**src/rtl/counter_cmd_scheduler.sv**
```systemverilog
// Command scheduler for a counter front panel. Button pulses and UART
// command bytes control run/stop, clear and count direction; the 'S'
// command snapshots the counter and transmits it as four ASCII decimal
// digits followed by CR LF.
module counter_cmd_scheduler #(
  parameter int COUNT_W  = 14,
  parameter int CONV_CYC = 14
) (
  input  logic               clk,
  input  logic               rst,
  input  logic               btn_enable,
  input  logic               btn_clear,
  input  logic               btn_mode,
  input  logic [7:0]         rx_data,
  input  logic               rx_done,
  input  logic [COUNT_W-1:0] count,
  input  logic               tx_busy,
  output logic               enable,
  output logic               clear,
  output logic               mode,
  output logic               tx_start,
  output logic [7:0]         tx_data,
  output logic               cmd_err
);

  typedef enum logic [2:0] {
    IDLE, SNAP, CONV, SEND, WAIT_HI, WAIT_LO
  } state_t;

  localparam int                 CYC_W    = $clog2(CONV_CYC + 1);
  localparam logic [CYC_W-1:0]   CYC_LAST = CYC_W'(CONV_CYC - 1);
  localparam logic [COUNT_W-1:0] SAT_MAX  = COUNT_W'(9999);

  state_t             state_q, state_d;
  logic [COUNT_W-1:0] snap_q, snap_d;
  logic [15:0]        bcd_q, bcd_d;
  logic [15:0]        bcd_adj;
  logic [CYC_W-1:0]   cyc_q, cyc_d;
  logic [2:0]         idx_q, idx_d;
  logic               enable_q, enable_d;
  logic               mode_q, mode_d;
  logic               clear_q, clear_d;
  logic               cmd_err_q, cmd_err_d;
  logic               tx_start_q, tx_start_d;
  logic [7:0]         tx_data_q, tx_data_d;
  logic [7:0]         rpt_byte;
  logic               is_run, is_clr, is_mode, is_rpt, is_bad;

  // Decode the received byte; letters are accepted in either case.
  always_comb begin
    // NOTE: every always_comb output gets a default first so no path leaves it unassigned (which would infer a latch).
    is_run  = 1'b0;
    is_clr  = 1'b0;
    is_mode = 1'b0;
    is_rpt  = 1'b0;
    is_bad  = 1'b0;
    if (rx_done) begin
      unique case (rx_data)
        8'h52, 8'h72: is_run  = 1'b1;
        8'h43, 8'h63: is_clr  = 1'b1;
        8'h4D, 8'h6D: is_mode = 1'b1;
        8'h53, 8'h73: is_rpt  = 1'b1;
        default:      is_bad  = 1'b1;
      endcase
    end
  end

  // Control outputs: an OR of button and UART request yields a single toggle/pulse.
  always_comb begin
    enable_d  = enable_q ^ (btn_enable | is_run);
    mode_d    = mode_q ^ (btn_mode | is_mode);
    clear_d   = btn_clear | is_clr;
    cmd_err_d = is_bad | (is_rpt & (state_q != IDLE));
  end

  // Report byte selected by the current byte index.
  always_comb begin
    unique case (idx_q)
      3'd0:    rpt_byte = {4'h3, bcd_q[15:12]};
      3'd1:    rpt_byte = {4'h3, bcd_q[11:8]};
      3'd2:    rpt_byte = {4'h3, bcd_q[7:4]};
      3'd3:    rpt_byte = {4'h3, bcd_q[3:0]};
      3'd4:    rpt_byte = 8'h0D;
      default: rpt_byte = 8'h0A;
    endcase
  end

  // Report FSM: snapshot, double-dabble conversion, then a six-byte handshake with the UART.
  always_comb begin
    state_d    = state_q;
    snap_d     = snap_q;
    bcd_d      = bcd_q;
    cyc_d      = cyc_q;
    idx_d      = idx_q;
    tx_start_d = 1'b0;
    tx_data_d  = tx_data_q;
    bcd_adj    = bcd_q;
    unique case (state_q)
      IDLE: begin
        if (is_rpt) state_d = SNAP;
      end
      SNAP: begin
        snap_d  = (count > SAT_MAX) ? SAT_MAX : count;
        bcd_d   = '0;
        cyc_d   = '0;
        state_d = CONV;
      end
      CONV: begin
        // Add 3 to any digit >= 5 before the shift so it carries correctly into the next digit.
        for (int i = 0; i < 4; i++) begin
          if (bcd_adj[4*i +: 4] >= 4'd5) bcd_adj[4*i +: 4] = bcd_adj[4*i +: 4] + 4'd3;
        end
        {bcd_d, snap_d} = {bcd_adj[14:0], snap_q, 1'b0};
        cyc_d = cyc_q + 1'b1;
        if (cyc_q == CYC_LAST) begin
          idx_d   = 3'd0;
          state_d = SEND;
        end
      end
      SEND: begin
        if (!tx_busy) begin
          tx_start_d = 1'b1;
          tx_data_d  = rpt_byte;
          state_d    = WAIT_HI;
        end
      end
      WAIT_HI: begin
        if (tx_busy) state_d = WAIT_LO;
      end
      WAIT_LO: begin
        if (!tx_busy) begin
          if (idx_q == 3'd5) begin
            idx_d   = 3'd0;
            state_d = IDLE;
          end else begin
            idx_d   = idx_q + 3'd1;
            state_d = SEND;
          end
        end
      end
      default: state_d = IDLE;
    endcase
  end

  // State register; reset aborts any report in progress.
  always_ff @(posedge clk or negedge rst) begin
    // NOTE: sequential state uses non-blocking assignments so every flop samples pre-edge values.
    if (!rst) begin
      state_q    <= IDLE;
      snap_q     <= '0;
      bcd_q      <= '0;
      cyc_q      <= '0;
      idx_q      <= '0;
      enable_q   <= 1'b0;
      mode_q     <= 1'b0;
      clear_q    <= 1'b0;
      cmd_err_q  <= 1'b0;
      tx_start_q <= 1'b0;
      tx_data_q  <= 8'h00;
    end else begin
      state_q    <= state_d;
      snap_q     <= snap_d;
      bcd_q      <= bcd_d;
      cyc_q      <= cyc_d;
      idx_q      <= idx_d;
      enable_q   <= enable_d;
      mode_q     <= mode_d;
      clear_q    <= clear_d;
      cmd_err_q  <= cmd_err_d;
      tx_start_q <= tx_start_d;
      tx_data_q  <= tx_data_d;
    end
  end

  assign enable   = enable_q;
  assign mode     = mode_q;
  assign clear    = clear_q;
  assign cmd_err  = cmd_err_q;
  assign tx_start = tx_start_q;
  assign tx_data  = tx_data_q;

endmodule
```
**config.mk**
```make
export PLATFORM = sky130hd
export DESIGN_NAME = counter_cmd_scheduler
export DESIGN_NICKNAME = d
export VERILOG_FILES = /design/src/rtl/counter_cmd_scheduler.sv
export SDC_FILE = /design/constraint.sdc
export NUM_CORES = 1
export LEC_CHECK = 0
export ABC_AREA = 0
export CAP_MARGIN = 0
export CORE_ASPECT_RATIO = 1.5
export CORE_MARGIN = 2
export CORE_UTILIZATION = 58
export DETAILED_ROUTE_END_ITERATION = 7
export PLACE_DENSITY = 0.85
export SYNTH_ARGS = -nofsm -noshare
export SYNTH_HDL_FRONTEND = slang
export SYNTH_SLANG_ARGS = --single-unit
export TNS_END_PERCENT = 30
```
**constraint.sdc**
```tcl
create_clock -name clk -period 3.6 [get_ports clk]
set_clock_uncertainty 0.1 [all_clocks]
set_input_delay 0.36 -clock clk [delete_from_list [all_inputs] [get_ports clk]]
set_output_delay 0.36 -clock clk [all_outputs]
set_load 0.05 [all_outputs]
```
==> results.md <==
- STA classifies the critical path endpoint as a register.
- The die span in x is roughly 60 um.
- The cell with the most instances after synthesis is sky130_fd_sc_hd__dfrtp_1.
- Setup violations remaining at the end of the flow were counted as 0.
- Clock-pin slew was measured on the worst setup and hold paths at about 0.10 ns.
- In this run the post-CTS setup repair buffer count came out at 0.
- The largest individual stage delay along the critical path comes from the cell sky130_fd_sc_hd__or3b_1.
- At the pin with the least slew margin, the transition time is 1.108 ns.
- The synthesis warning total is 0.
- Setup repair after global routing left no endpoint under its margin.
- Subtracting the final worst setup slack from the clock period gives around 2.1 ns.
- The floorplan has 30 rows.
- The final hold violation count is 0.
- The net load switching power is 0.9526 mW.
- The minimum hold slack is 0.1551 ns.
- The number of clock buffers inserted by TritonCTS is 5.
- Headroom to the max-slew limit came out at 0.2614.
- The switching portion of total power is 0.4082.
- The number of detailed-route iterations in the first pass is 4.
- The worst setup path is of the register to register kind.
- The congestion estimate from routability-driven global placement came to 0.8884.
- Yosys mapped the design onto 50 distinct sky130hd cell types.
- OpenSTA, run right after detailed placement, puts the worst setup slack at 1.473 ns.
- After the flow finishes, the layout carries non-filler instances totaling 381.
- The leakage power is roughly 1.4 nW.
- The repair_antennas step left the layout with diodes totalling 0.
- Among all flip-flop cells after synthesis, the most frequent one is sky130_fd_sc_hd__dfrtp_1.
- The mean cell area of the mapped netlist is 9.662 um^2.
- The share of total power dissipated in the clock network is 0.168.
- The sum of net half-perimeters after detailed placement is 4.093 mm.
- The die area is 5309 um^2.
- The worst voltage drop across the vdd grid is 433.5 uV.
- In this run the number of H-tree levels came out at 2.
- Power spread over the standard cell area amounts to 722.1 nW/um^2.
- In this run, synthesis produced a sequential element count of 50.
- The violation count after the first detailed-routing iteration is 161.
- For this block, the routed nets add up to 5.736 mm of wire.
- The run finished with clean final reports.
- In this run the worst path has a maximum fanout of 19.
- The maximum operating frequency is 480.8 MHz.
- Sorting the synthesized cells by area gives the leading types as sky130_fd_sc_hd__dfrtp_1, sky130_fd_sc_hd__o21ai_0, sky130_fd_sc_hd__ha_1.
- The quantity of hold-fixing buffers added after cts is 0.
- The worst path setup slack after routing is about 1.5 ns.
- In the global route stage, overall resource usage came out at 0.2419.
- The post-route antenna net violation count is 0.
- The path category of the worst min-delay check is input pin to async pin.
- The number of global-route vias before repair is ~2,300.
- The cell accounting for the most synthesized area is sky130_fd_sc_hd__dfrtp_1.
- Summed over all failing endpoints, the final setup total negative slack is 0 ns.
- The initial utilization of the core area, before any placement, comes to 0.6041.
- The synthesized netlist cell count is between 200 and 300.
- After detailed routing, the average wire length per cell comes to approximately 15 um.
- The max-capacitance violation count is 0.
- The share of final-layout standard cells stronger than drive strength 1 is 0.05363.
- The count of pins over their slew limit came to 0.
- The critical path's largest stage delay is 0.74 ns.
- The area of the core is 4542 um^2.
- The multi-input combinational cells in the finished layout cover a total of around 1300 um^2.
- Traced cell by cell, the critical path runs through or3b_1, nor2_1, o22ai_1, a32o_1.
- Of the total power, combinational logic draws 0.433.
- Pin placement for this block handled 42 I/O pins.
- The total power draw is 2.334 mW.
- Post-CTS repair changed the size of 0 cells.
- From synthesis to final layout, the design area changed by 17.78%.
- The initial antenna violation count came to 0.
- The final net count is 356.
- For the worst setup path, the data arrival time is 2.18 ns.
- Of the available clock period, the critical path in the final layout requires 0.5778.
- In the synthesized netlist, the cells that appear most often are sky130_fd_sc_hd__dfrtp_1, sky130_fd_sc_hd__nand2_1, sky130_fd_sc_hd__o21ai_0.
- The count of clock tree sinks is 50.
- STA classifies the critical path startpoint as a register.
- No sink is reached through more buffers than the 2 on the longest clock path.
- The proportion of synthesized chip area in sequential cells is 0.4560.
- TritonCTS built the clock tree.
- In the synthesized netlist the async set-or-reset flop fraction comes to 1.000.
- The share of synthesized area in the top cell type comes to 0.4560.
- The first global-routing pass estimated 9.984 mm of wire.
- The cell-internal power is 1.381 mW.
- Once layout is complete, the utilization of the core stands at 0.7116.
- The storage element area is roughly 1300 um^2.
- STA puts the critical path data required time at roughly 3.7 ns.
- The post-route cell area is 3232 um^2.
- For this run, design rule violations remaining after detail routing come to 0.
- In this run the vertical extent of the chip is a little under 90 um.
- The largest net degree at the start of global routing is 51.
- The standard cell area after detailed placement is 3123 um^2.
- After global routing the overflow that remains totals 0.
- Fill cells in the final layout number 344.
- In this run, synthesis inferred 0 flip-flops with an integrated enable.
- The quantity of I/O buffers inserted on ports is 38.
- The total via count after detailed routing is 2,216.
- Dividing the detail-routed via count by the number of cells gives 5.816.
- The combined area of all synthesized cells is 2744 um^2.
- The clock tree root buffer cell is sky130_fd_sc_hd__clkbuf_8.
- The share of total power in sequential cells is 0.400.
- The later pin in the worst-skew pair is clocked with a latency of 0.31 ns.
- The number of placed instances, taps included, is around 370.
## sequential cells by signal, indices dropped and copies added (netlist names)
name / count
snap_q: 14
clear: 1
tx_start: 1
tx_data: 5
cyc_q: 4
mode: 1
idx_q: 3
cmd_err: 1
bcd_q: 16
state_q: 3
enable: 1
## per-layer routing
layer | wire length (um) | GRT usage | up-vias
li1 | - | - | 1087
met1 | 2383 | 0.2950 | 1089
met2 | 3132 | 0.4298 | 31
met3 | 127 | 0.03070 | 9
met4 | 92 | 0.08485 | 0
met5 | 0 | 0 | -
## worst max-delay path, delay by kind of cell, from the launching register on
| kind | cells | cell delay [ns] |
|---|---|---|
| flip-flops | 1 | 0.51 |
| AND/OR/NAND/NOR | 2 | 1.00 |
| AO/OA/AOI/OAI | 2 | 0.36 |
## cell usage in the layout (no fill, tap or decap), drive strengths merged, types with 4 or more instances in the layout
| master | instances |
|---|---|
| nor2b | 4 |
| ha | 11 |
| a22o | 6 |
| xnor2 | 6 |
| o21ai | 30 |
| nand2 | 30 |
| clkbuf | 5 |
| nand2b | 4 |
| nor2 | 14 |
| a32o | 5 |
| nor3b | 5 |
| o22ai | 12 |
| mux2i | 7 |
| dfrtp | 50 |
| a21oi | 13 |
| o31ai | 4 |
| inv | 18 |
| a22oi | 7 |
| clkdlybuf4s50 | 37 |
## power by group through the flow
stage	clock (mW)	sequential, mW	combinational [mW]
after floorplan	0	0.997	0.683
after global placement	0	0.933	0.966
after detailed placement	0	0.940	1.01
after CTS	0.399	0.929	1.02
after global routing	0.422	0.959	1.12
final	0.392	0.933	1.01
## cell type report
| cell class | instances | share of cell area |
|---|---|---|
| multi-input combinational | 201 | 0.4127 |
| clock inverter | 3 | 0.01239 |
| inverter | 18 | 0.02091 |
| timing repair buffer | 40 | 0.1208 |
| tap | 64 | 0.02478 |
| sequential | 50 | 0.3871 |
| clock buffer | 5 | 0.02129 |
## final timing paths
path | to | slack, ns | startpoint | cells past startpoint
setup / recovery | idx_q[2]$_DFFE_PN0P_ | 1.52 | state_q[2]$_DFFE_PN0P_ | 4
min in group clk | mode$_DFF_PN0_ | 0.38 | mode$_DFF_PN0_ | 1
hold reg to reg | mode$_DFF_PN0_ | 0.38 | mode$_DFF_PN0_ | 1
hold / removal | bcd_q[5]$_DFFE_PN0P_ | 0.16 | rst | 1
max in group asynchronous | snap_q[1]$_DFFE_PN0P_ | 2.56 | rst | 1
setup reg to reg | idx_q[2]$_DFFE_PN0P_ | 1.52 | state_q[2]$_DFFE_PN0P_ | 4
## kinds of logic (layout without fill, tap and decap cells)
kind of cell	Yosys count	in the layout	synth area share
AO/OA/AOI/OAI	92	92	0.2184
XOR/XNOR	9	9	0.02873
adder cells (fa/ha/maj)	12	12	0.05381
buffers and inverters	34	66	0.05928
flip-flops	50	50	0.4560
multiplexers	8	8	0.02964
other	1	2	0.001367
AND/OR/NAND/NOR	78	78	0.1528
(Power assumes the default switching activity.)
